### config.mk
export PLATFORM = sky130hd
export DESIGN_NAME = fetch_stage_bp
export DESIGN_NICKNAME = d
export VERILOG_FILES = /design/src/rtl/fetch_stage_bp.sv
export SDC_FILE = /design/constraint.sdc
export NUM_CORES = 2
export LEC_CHECK = 0
export BUFFER_PORTS_ARGS = -buffer_cell sky130_fd_sc_hd__buf_2
export CAP_MARGIN = 20
export CORE_ASPECT_RATIO = 0.9
export CORE_MARGIN = 2
export CORE_UTILIZATION = 24
export CTS_CLUSTER_SIZE = 40
export DETAILED_ROUTE_END_ITERATION = 8
export PLACE_DENSITY_LB_ADDON = 0.08
export SYNTH_ARGS = -nofsm -noshare
export SYNTH_HDL_FRONTEND = slang
export SYNTH_SLANG_ARGS = --single-unit
### constraint.sdc
create_clock -name clock -period 5.3 [get_ports clock]
set_clock_uncertainty 0.2 [all_clocks]
set_input_delay 0.53 -clock clock [delete_from_list [all_inputs] [get_ports clock]]
set_output_delay 0.53 -clock clock [all_outputs]
set_load 0.02 [all_outputs]
### src/rtl/fetch_stage_bp.sv
// Instruction fetch stage with a direct-mapped BTB of 2-bit saturating counters.
// Drives imem from the PC, predicts next-PC, trains on EX resolution, redirects/squashes on mispredict.
module fetch_stage_bp #(
  parameter int          BTB_ENTRIES = 16,
  parameter logic [31:0] RESET_PC    = 32'h0000_0000
) (
  input  logic        clock,
  input  logic        reset,
  input  logic        stall,
  output logic [31:0] imem_addr,
  input  logic [31:0] imem_rdata,
  input  logic        ex_update,
  input  logic [31:0] ex_pc,
  input  logic        ex_taken,
  input  logic [31:0] ex_target,
  input  logic        ex_mispredict,
  input  logic [31:0] ex_correct_pc,
  output logic        id_valid,
  output logic [31:0] id_pc,
  output logic [31:0] id_instr,
  output logic        id_pred_taken,
  output logic [31:0] id_pred_target
);
  localparam int          IDX  = $clog2(BTB_ENTRIES);
  localparam int          TAGW = 30 - IDX;
  localparam logic [31:0] NOP  = 32'h0000_0013;

  typedef struct packed {
    logic            valid;
    logic [TAGW-1:0] tag;
    logic [31:0]     target;
    logic [1:0]      ctr;
  } btb_entry_t;

  btb_entry_t btb [BTB_ENTRIES];

  logic [31:0]     pc;
  logic [IDX-1:0]  l_idx, u_idx;
  btb_entry_t      l_ent, u_ent;
  logic            l_hit, u_hit, pred_taken;
  logic [31:0]     next_pc;
  logic            unused_lsbs;

  assign unused_lsbs = ^{ex_pc[1:0], ex_correct_pc[1:0]};

  assign imem_addr  = pc;
  assign l_idx      = pc[IDX+1:2];
  assign l_ent      = btb[l_idx];
  assign l_hit      = l_ent.valid && (l_ent.tag == pc[31:IDX+2]);
  assign pred_taken = l_hit && l_ent.ctr[1];
  assign next_pc    = pred_taken ? l_ent.target : pc + 32'd4;

  assign u_idx = ex_pc[IDX+1:2];
  assign u_ent = btb[u_idx];
  assign u_hit = u_ent.valid && (u_ent.tag == ex_pc[31:IDX+2]);

  always_ff @(posedge clock or negedge reset) begin
    if (!reset) begin
      pc <= RESET_PC;
    end else if (ex_mispredict) begin
      pc <= {ex_correct_pc[31:2], 2'b00};
    end else if (!stall) begin
      pc <= next_pc;
    end
  end

  // A redirect squashes IF/ID even while the hazard unit is stalling.
  always_ff @(posedge clock or negedge reset) begin
    if (!reset) begin
      id_valid       <= 1'b0;
      id_pc          <= '0;
      id_instr       <= NOP;
      id_pred_taken  <= 1'b0;
      id_pred_target <= '0;
    end else if (ex_mispredict) begin
      id_valid       <= 1'b0;
      id_pc          <= '0;
      id_instr       <= NOP;
      id_pred_taken  <= 1'b0;
      id_pred_target <= '0;
    end else if (!stall) begin
      id_valid       <= 1'b1;
      id_pc          <= pc;
      id_instr       <= imem_rdata;
      id_pred_taken  <= pred_taken;
      id_pred_target <= pred_taken ? l_ent.target : 32'h0;
    end
  end

  // Training ignores stall; lookup above always sees the pre-update entry.
  always_ff @(posedge clock or negedge reset) begin
    if (!reset) begin
      for (int i = 0; i < BTB_ENTRIES; i++) begin
        btb[i] <= '{valid: 1'b0, tag: '0, target: '0, ctr: 2'b01};
      end
    end else if (ex_update) begin
      if (u_hit) begin
        if (ex_taken) begin
          if (u_ent.ctr != 2'b11) btb[u_idx].ctr <= u_ent.ctr + 2'b01;
          btb[u_idx].target <= ex_target;
        end else if (u_ent.ctr != 2'b00) begin
          btb[u_idx].ctr <= u_ent.ctr - 2'b01;
        end
      end else if (ex_taken) begin
        btb[u_idx] <= '{valid: 1'b1, tag: ex_pc[31:IDX+2], target: ex_target, ctr: 2'b10};
      end
    end
  end

endmodule
==> metrics.md <==
| Metric | Value |
|---|---|
| Max Cap Violations | 0 |
| Leak | 0.0290 µW |
| Library cells used by synthesis | 73 |
| Final core utilization | between 20% and 30% |
| Minimum clock period | between 4 and 5 ns |
| Placed insts | about 6800 |
| Sw Share | ~29% |
| Die Footprint | approximately 230000 µm² |
| # IOs | about 260 |
| Worst-path clk slew | approximately 0.06 ns |
| FILL cells | approximately 23000 |
| Setup crit start | imem_addr[3] |
| Largest net degree at the start of global routing | about 120 |
| Vias per cell | around 4.8 |
| CP required | roughly 5.7 ns |
| Worst hold margin | 0.0473 ns |
| Worst EP arrival | approximately 5.4 ns |
| Int Power | between 15000 and 20000 µW |
| Outcome | complete, no violations |
| CTS tree | done |
| Initial antenna violation count | 25 |
| Dominant cell type by area after synthesis | dfrtp_1 |
| GRT Util Overall | 17.9% |
| Area fraction of the dominant cell type after synthesis | roughly half |
| Setup crit start kind | flip-flop |
| Max Fclk | 202 MHz |
| Layout Area Growth over Synthesis | 21.3% |
| Clock Sinks | 1106 |
| 1st-iter DRT viols | roughly 2100 |
| Die Ht | 456 µm |
| Place WS | roughly 0.26 ns |
| Setup Buffers After CTS | 0 |
| Pins Over Slew Limit | 0 |
| Total Routed Length | slightly above 200000 µm |
| Sequential fraction of the synthesis area | 50.8% |
| Worst-Margin Slew | about 1.1 ns |
| Worst rel slew slack | a little over a quarter |
| Maximum VDD drop | 0.294 mV |
| Top fanout value on the critical path | 28 |
| Setup_tns | 0 ns |
| Min-Delay Startpoint | ex_target[10] |
| Hold Vio Cnt, Final | 0 |
| Most frequent cells in the layout | 1083 x dfrtp_1, 813 x mux2_2, 379 x mux4_2, 253 x buf_2, 170 x mux2i_1 |
| Gp weighted congestion | 0.760 |
| NetSw | between 7000 and 8000 µW |
| Drt first pass iters | 5 |
| Drc violations | 0 |
| Layout cells sized above 1 | 46.5% |
| Hold depth | 2 |
| Fin cells | 7206 |
| Mean Syn Cell Area | 14.8 µm² |
| IO buf count | about 260 |
| CTS Root Cell | clkbuf_16 |
| Top post-synthesis cells by area | dfrtp_1 50%, mux2_2 17%, mux4_2 16% |
| Final HPWL DP | about 130000 µm |
| Syn Nets | 3836 |
| Critical Setup Path Class | reg -> reg |
| Pwr Density | slightly below 400 nW/µm² |
| Cells after synthesis | between 3000 and 4000 |
| Min-Delay Path Class | in -> reg |
| Crit share post-route | between 90 and 100% |
| Endpoints failing setup | 0 |
| Global-route wire length before repair | just under 300000 µm |
| H-tree depth | 4 |
| Ys async rst share | 100% |
| Via Count | approximately 34000 |
| Skew-Pair Late Insertion Delay | 0.80 ns |
| Post-DRT Antenna Nets | 0 |
| Initial Utilization | approximately a quarter |
| Post-synth EDFFs | 0 |
| Placeable Area | 227000 µm² |
| Ys flop type | dfrtp_1 |
| R2R depth | 10 |
| Post-CTS sizing | 0 |
| Final #Nets | roughly 4200 |
| Row cnt | between 150 and 200 |
| CTS Buffer Depth | 3 |
| R2R Path Start | imem_addr[3] |
| Synth Cell Area | about 55000 µm² |
| Logic pwr share | a little over a fifth |
| Commonest non-fill, non-tap cell in the layout | dfrtp_1 |
| Post-DR wirelength/cell | approximately 29 µm |
| Die Wd | 507 µm |
| Fin worst setup slack | approximately 0.35 ns |
| Clock network fraction of total power | 37.1% |
| Crit path capture type | flip-flop |
| CTS Hold Bufs | about 100 |
| TritonCTS Buffers | about 140 |
| Overflow after GRT | 0 |
| Yosys Warn Count | 0 |
| FF+latch count, synth | between 1000 and 1500 |
| Unrepaired setup endpoints after global routing | no |
| Number of global-route vias before repair | 36800 |
| Reg power frac | a little over two fifths |
[stage by stage]
stage / power, µW / instance area, µm²
finish: 26200 / 66200
global route: 27500 / 66200
CTS: 26600 / 66200
detailed placement: 16600 / 60600
global placement: 16600 / 60600
floorplan: 14400 / 54600
[worst max-delay path, cell delays in order (launching register included)]
cell,delay [ns]
dfrtp_4,0.67
buf_12,0.31
mux4_2,0.54
mux4_2,0.63
xnor2_1,0.26
nand4_1,0.12
or4_1,0.47
nor4_2,0.45
and3_2,0.59
nand2_1,0.28
o311ai_0,0.21
[final timing paths]
path / to / slack [ns]
max in group asynchronous: btb[519] / 3.38
worst min-delay path: btb[561] / 0.05
min in group asynchronous: btb[780] / 0.23
worst max register to register: imem_addr[27] / 0.35
worst max-delay path: imem_addr[27] / 0.35
worst min register to register: id_pred_target[27] / 0.26
[power groups by stage]
stage                     Clock, µW  Sequential (µW)  Combinational [µW]
after floorplan                   0            10700                3640
after global placement            0            11200                5450
after detailed placement          0            11200                5490
after CTS                     10100            11000                5580
after global routing          10400            11200                5860
final                          9730            11000                5460
[sequential cells by signal, summed over array words and instances (netlist names)]
| signal | flops |
|---|---|
| id_pc | 32 |
| btb | 976 |
| id_instr | 32 |
| id_pred_taken | 1 |
| id_pred_target | 32 |
| imem_addr | 32 |
| id_valid | 1 |
[cell usage after synthesis, types with 4 or more instances]
| master | count |
|---|---|
| a221oi_1 | 11 |
| xor2_1 | 14 |
| o311ai_0 | 4 |
| a22o_1 | 42 |
| nand3_4 | 5 |
| o21a_1 | 13 |
| nand2b_1 | 21 |
| xnor2_1 | 57 |
| mux2_1 | 93 |
| buf_4 | 21 |
| mux2i_1 | 170 |
| nand2_1 | 108 |
| inv_1 | 20 |
| o22ai_1 | 13 |
| buf_2 | 72 |
| a21o_1 | 4 |
| dfrtp_1 | 1087 |
| dfstp_2 | 19 |
| a22oi_1 | 19 |
| and2_1 | 8 |
| nand3_1 | 30 |
| a211oi_1 | 4 |
| and3_1 | 9 |
| o211ai_1 | 4 |
| nor3_1 | 24 |
| and4_1 | 4 |
| mux2_2 | 813 |
| mux4_2 | 379 |
| o221ai_1 | 6 |
| nand2_4 | 5 |
| buf_6 | 29 |
| nor2b_1 | 7 |
| clkbuf_1 | 189 |
| o31ai_1 | 4 |
| or4_1 | 5 |
| o21ai_0 | 120 |
| a21oi_1 | 40 |
| nor2_1 | 109 |
| nand4_1 | 17 |
| nand3_2 | 12 |
| buf_1 | 32 |
| a31oi_1 | 10 |
| or3_1 | 4 |
[cells by family (layout without fill, tap and decap cells)]
logic type | after synthesis | in the layout | share of synthesized area, %
muxes | 1456 | 1456 | 37.5
DFF | 1106 | 1106 | 50.8
and+or+nand+nor | 383 | 383 | 3.60
buffers and inverters | 366 | 845 | 3.23
AOI/OAI and AO/OA | 314 | 314 | 3.73
xor gates and xnor gates | 71 | 71 | 1.14
adders and majority gates | 3 | 3 | 0.0688
other | 0 | 4 | 0
[layout make-up]
type                       count  area, µm²  share of cell area [%]
antenna                        4       10.0                  0.0151
clock buffer                 223       4230                    6.39
clock inverter                32        370                   0.559
inverter                      23       86.3                   0.130
multi-input combinational   2227      25200                    38.1
sequential                  1106      27700                    41.9
tap                         3024       3780                    5.72
timing repair buffer         567       4760                    7.19
[metal layers]
| metal | global-route usage, % | part of all wire [%] | vias up | routed length (µm) |
|---|---|---|---|---|
| met3 | 2.72 | 3.3 | 237 | 6930 |
| li1 | - | - | 14700 | - |
| met5 | 0 | 0.027 | - | 57 |
| met4 | 3.21 | 1.6 | 8 | 3290 |
| met1 | 25.0 | 47 | 18700 | 97200 |
| met2 | 29.6 | 48 | 599 | 100000 |
Note: power is estimated with default switching activity, not from simulation.
